`src/rtl/dmem_arbiter.sv`:
```
// Data-memory port arbiter between the pipeline MEM stage and a DMA/loader port.
// Define DMEM_ARB_FAIR_EN to enable the DMA starvation counter; otherwise the pipeline always wins.
module dmem_arbiter #(
  parameter int STARVE_LIMIT = 4
) (
  input  logic        clk,
  input  logic        rst,
  input  logic        p_req,
  input  logic        p_we,
  input  logic [31:0] p_addr,
  input  logic [31:0] p_wdata,
  output logic        stall_p,
  output logic        p_rvalid,
  output logic [31:0] p_rdata,
  input  logic        d_req,
  input  logic        d_we,
  input  logic [31:0] d_addr,
  input  logic [31:0] d_wdata,
  output logic        d_gnt,
  output logic        d_rvalid,
  output logic [31:0] d_rdata,
  output logic        mem_en,
  output logic        mem_we,
  output logic [31:0] mem_addr,
  output logic [31:0] mem_wdata,
  input  logic [31:0] mem_rdata
);

  localparam logic [3:0] LIMIT_C = 4'(STARVE_LIMIT);

  typedef enum logic [1:0] {
    R_NONE = 2'd0,
    R_PIPE = 2'd1,
    R_DMA  = 2'd2
  } rstate_t;

  rstate_t state_r;
  logic    p_gnt_s;
  logic    d_gnt_s;
  logic    force_dma_s;

`ifdef DMEM_ARB_FAIR_EN
  logic [3:0] starve_r;

  // Count consecutive cycles the DMA waits behind the pipeline (saturating)
  always_ff @(posedge clk) begin
    if (!rst) begin
      starve_r <= 4'd0;
    end else if (!d_req || d_gnt_s) begin
      starve_r <= 4'd0;
    end else if (starve_r != 4'hF) begin
      starve_r <= starve_r + 4'd1;
    end else begin
      starve_r <= starve_r;
    end
  end

  assign force_dma_s = d_req & (starve_r >= LIMIT_C);
`else
  logic unused_limit_s;

  assign unused_limit_s = ^LIMIT_C;
  assign force_dma_s    = 1'b0;
`endif

  // Grant decision: pipeline first unless the DMA has waited long enough
  always_comb begin
    p_gnt_s = 1'b0;
    d_gnt_s = 1'b0;
    if (!rst) begin
      p_gnt_s = 1'b0;
      d_gnt_s = 1'b0;
    end else if (p_req && !force_dma_s) begin
      p_gnt_s = 1'b1;
    end else if (d_req) begin
      d_gnt_s = 1'b1;
    end else begin
      p_gnt_s = 1'b0;
      d_gnt_s = 1'b0;
    end
  end

  // Route the granted requester onto the memory port; idle drives all zero
  always_comb begin
    mem_en    = 1'b0;
    mem_we    = 1'b0;
    mem_addr  = 32'h0;
    mem_wdata = 32'h0;
    if (p_gnt_s) begin
      mem_en    = 1'b1;
      mem_we    = p_we;
      mem_addr  = p_addr;
      mem_wdata = p_wdata;
    end else if (d_gnt_s) begin
      mem_en    = 1'b1;
      mem_we    = d_we;
      mem_addr  = d_addr;
      mem_wdata = d_wdata;
    end else begin
      mem_en    = 1'b0;
      mem_we    = 1'b0;
      mem_addr  = 32'h0;
      mem_wdata = 32'h0;
    end
  end

  assign stall_p = p_req & ~p_gnt_s;
  assign d_gnt   = d_gnt_s;

  // Read-owner FSM: remembers who issued the load whose data arrives next cycle
  always_ff @(posedge clk) begin
    if (!rst) begin
      state_r <= R_NONE;
    end else if (p_gnt_s && !p_we) begin
      state_r <= R_PIPE;
    end else if (d_gnt_s && !d_we) begin
      state_r <= R_DMA;
    end else begin
      state_r <= R_NONE;
    end
  end

  assign p_rvalid = (state_r == R_PIPE);
  assign d_rvalid = (state_r == R_DMA);
  assign p_rdata  = p_rvalid ? mem_rdata : 32'h0;
  assign d_rdata  = d_rvalid ? mem_rdata : 32'h0;

endmodule

```
`config.mk`:
```
export PLATFORM = sky130hd
export DESIGN_NAME = dmem_arbiter
export DESIGN_NICKNAME = d
export VERILOG_FILES = /design/src/rtl/dmem_arbiter.sv
export SDC_FILE = /design/constraint.sdc
export NUM_CORES = 1
export LEC_CHECK = 0
export ABC_CLOCK_PERIOD_IN_PS = 1200
export CELL_PAD_IN_SITES_DETAIL_PLACEMENT = 1
export CELL_PAD_IN_SITES_GLOBAL_PLACEMENT = 2
export CORE_ASPECT_RATIO = 1.25
export CORE_UTILIZATION = 10
export CTS_BUF_LIST = sky130_fd_sc_hd__clkbuf_16
export CTS_CLUSTER_SIZE = 20
export DETAILED_ROUTE_END_ITERATION = 6
export PLACE_DENSITY = 0.95
export SLEW_MARGIN = 20
export SYNTH_ARGS = -nofsm -noshare
export SYNTH_HDL_FRONTEND = slang
export SYNTH_SLANG_ARGS = --single-unit
```
`constraint.sdc`:
```
create_clock -name clk -period 1.2 [get_ports clk]
set_clock_uncertainty 0.1 [all_clocks]
set_input_delay 0.3 -clock clk [delete_from_list [all_inputs] [get_ports clk]]
set_output_delay 0.3 -clock clk [all_outputs]
set_load 0.01 [all_outputs]
```
==> impl_metrics.env, run 1 <==
export IMPL_outcome="complete, but fails checks"
export IMPL_violations="negative setup slack"
export IMPL_min_period_ps=1680
export IMPL_most_area_hungry_cell_type_in_the_yosys_netlist="sky130_fd_sc_hd__a32o_1"
export IMPL_die_width_um=107
export IMPL_critical_path_cell_chain="nor2b_4 -> buf_4 -> buf_12 -> and2_4 -> buf_2"
export IMPL_netlist_area_before_placement_mm2=0.00137
export IMPL_routed_via_count=2961
export IMPL_p_leak_uw=0.00278
export IMPL_worst_setup_path_start_kind="register"
export IMPL_mostFrequentLayoutCell="sky130_fd_sc_hd__clkdlybuf4s50_1"
export IMPL_drt_wl_total_mm=14.6
export IMPL_synthesis_nets=334
export IMPL_maxSlewViolCount=0
export IMPL_drt_iter0_drc=65
export IMPL_detail_route_vias_per_cell=4.47
export IMPL_achievable_frequency_mhz=597
export IMPL_htree_num_levels=1
export IMPL_max_rail_drop_vdd_mv=0.333
export IMPL_p_per_area_mw_per_mm2=420
export IMPL_wire_length_of_the_first_global_routing_pass_mm=19.4
export IMPL_clk_path_buf_depth=2
export IMPL_fillers=1422
export IMPL_cts_tree="done"
export IMPL_grtUsageTotal_pct=18.2
export IMPL_io_buffer_count=299
export IMPL_crit_buf_inv=3
export IMPL_required_time_at_the_worst_slack_endpoint_ps=800
export IMPL_place_congestion=0.784
export IMPL_worst_pin_slew_ps=172
export IMPL_clock_sinks=2
export IMPL_wl_per_cell_um=22.0
export IMPL_avgSynthCellArea_um2=8.13
export IMPL_timing_hold_worst_class="primary input to register"
export IMPL_slew_headroom_pct=88.6
export IMPL_tritonroute_pass_1_iters=4
export IMPL_max_stage_delay_ps=340
export IMPL_finalSetupViolCount=134
export IMPL_floorplan_initialDensity_pct=10.3
export IMPL_floorplan_core_area_mm2=0.0133
export IMPL_critical_path_slowest_cell="sky130_fd_sc_hd__dfxtp_2"
export IMPL_synthesis_yosys_warnings=0
export IMPL_cts_inserted_buffers=3
export IMPL_drive_gt1_share_pct=66.0
export IMPL_die_area_mm2=0.0141
export IMPL_grt_antenna_before_repair=0
export IMPL_final_setup_worst_slack_ps=-475
export IMPL_top_level_ports=300
export IMPL_synth_yosys_seq_area_share_pct=2.93
export IMPL_dp_hpwl_mm=9.70
export IMPL_crit_cells=5
export IMPL_area_delta_synth_final_pct=325
export IMPL_drv_max_cap_violation_count=0
export IMPL_nets=659
export IMPL_worstPathMaxFanout=9
export IMPL_gate_family_responsible_for_the_most_delay_along_the_worst_path="buffers and inverters"
export IMPL_remaining_drc_errors=0
export IMPL_hold_violations=0
export IMPL_netlist_area_leader_share_pct=47.7
export IMPL_clock_tree_root_cell="sky130_fd_sc_hd__clkbuf_16"
export IMPL_worst_setup_path_end_kind="primary output"
export IMPL_cp_arrival_ps=1280
export IMPL_first_global_vias=3234
export IMPL_ctsHoldBuffers=0
export IMPL_postPlaceCellArea_mm2=0.00479
export IMPL_route_antenna_remaining_nets=0
export IMPL_fp_dieH_um=133
export IMPL_critical_path_class="register to primary output"
export IMPL_max_flop_register="state_r"
export IMPL_final_period_utilization_pct=140
export IMPL_rows=47
export IMPL_layout_cell_area_non_filler_mm2=0.00581
export IMPL_timing_hold_worst_path_depth=3
export IMPL_multi_input_comb_area_mm2=0.00139
export IMPL_diodes=0
export IMPL_final_cell_mix="161 x sky130_fd_sc_hd__clkdlybuf4s50_1, 143 x sky130_fd_sc_hd__buf_6, 66 x sky130_fd_sc_hd__and2_4"
export IMPL_synth_ff_latch_count=2
export IMPL_seq_area_um2=42.5
export IMPL_clock_slew_seen_by_the_registers_of_the_worst_setup_and_hold_paths_ps=30
export IMPL_rsz0062_at_grt="yes"
export IMPL_largest_reg_flops=2
export IMPL_grt_start_max_net_pins=36
export IMPL_gr_total_overflow=0
export IMPL_synth_cells=168
export IMPL_top_regs="state_r (2)"
export IMPL_hold_end="state_r[1]$_SDFF_PP0_"
export IMPL_hp_start="d_req"
export IMPL_yosys_cell_types_count=12
export IMPL_synth_top_cells_by_area="sky130_fd_sc_hd__a32o_1 48%, sky130_fd_sc_hd__and2_1 30%, sky130_fd_sc_hd__buf_6 9.1%"
export IMPL_final_setup_tns_ps=-56660
[metrics by stage]
step                util [%]  hold slack [ps]  power, µW  cells  setup WS, ps
global route            43.7              447       2540    662          -509
finish                  43.7              437       2440    662          -475
detailed placement      36.0              745       1570    623         -1260
floorplan                  -              390        555    168          -129
CTS                     40.4              454       2320    651          -541
global placement        36.0              751       1550    623         -1200
[how the worst max path moves through the flow]
stage	startpoint	end	slack (ps)
2_1_floorplan	p_req	mem_addr[0]	-130
3_3_place_gp	rst	mem_addr[6]	-1200
3_5_place_dp	rst	mem_addr[4]	-1260
4_1_cts	rst	mem_addr[29]	-540
5_1_grt	state_r[1]$_SDFF_PP0_	d_rdata[15]	-510
6_report	state_r[0]$_SDFF_PN0_	p_rdata[24]	-480
[what timing repair did]
item                                    CTS  global route
hold endpoints to repair                  0             0
pin swaps                                 4            10
gates resized for setup                 663            83
endpoints found under the setup margin  136           134
gates cloned                             12             9
buffers inserted                         13             4
[per-layer routing]
metal | GRT usage (%) | share of wire, % | wire (µm)
met4 | 4.72 | 2.3 | 332
met5 | 0 | 0 | 0
met2 | 32.6 | 51 | 7390
met3 | 8.18 | 11 | 1630
met1 | 19.0 | 36 | 5220
[cell families after synthesis]
| logic type | share of synthesized area (%) |
|---|---|
| compound gates | 48.2 |
| flops | 2.93 |
| simple gates | 34.5 |
| buf+inv | 14.4 |
[tightest hold or removal path, stage by stage]
cell and delay [ps]:
sky130_fd_sc_hd__buf_12 100, sky130_fd_sc_hd__buf_12 160, sky130_fd_sc_hd__and3b_1 160
[area by class of cell]
cell class | instances | area share [%]
multi-input combinational | 139 | 24.0
timing repair buffer | 347 | 70.3
clock buffer | 3 | 1.29
tap | 171 | 3.68
sequential | 2 | 0.732
[Yosys cell counts]
cell / count
sky130_fd_sc_hd__and2_4: 1
sky130_fd_sc_hd__buf_2: 10
sky130_fd_sc_hd__nor2b_4: 1
sky130_fd_sc_hd__and3b_1: 1
sky130_fd_sc_hd__a32o_1: 65
sky130_fd_sc_hd__and2b_1: 1
sky130_fd_sc_hd__and2_1: 65
sky130_fd_sc_hd__o21a_1: 1
sky130_fd_sc_hd__clkbuf_1: 6
sky130_fd_sc_hd__nor2b_1: 4
sky130_fd_sc_hd__buf_6: 11
sky130_fd_sc_hd__dfxtp_1: 2
[where the power goes]
part | total (µW) | internal [µW] | switching (µW)
clock network | 506 | 424 | 81.4
registers | 72.2 | 69.8 | 2.35
logic | 1860 | 1240 | 620
total | 2440 | 1740 | 703
Power figures use the tool's default switching activity.
==> inputs of run 2 (changes only) <==
Settings changed: GPL_ROUTABILITY_DRIVEN set to 0, HOLD_SLACK_MARGIN set to 0.15.
==> results of run 2 <==
The final DEF is identical to that of run 1; final timing and power are the same.
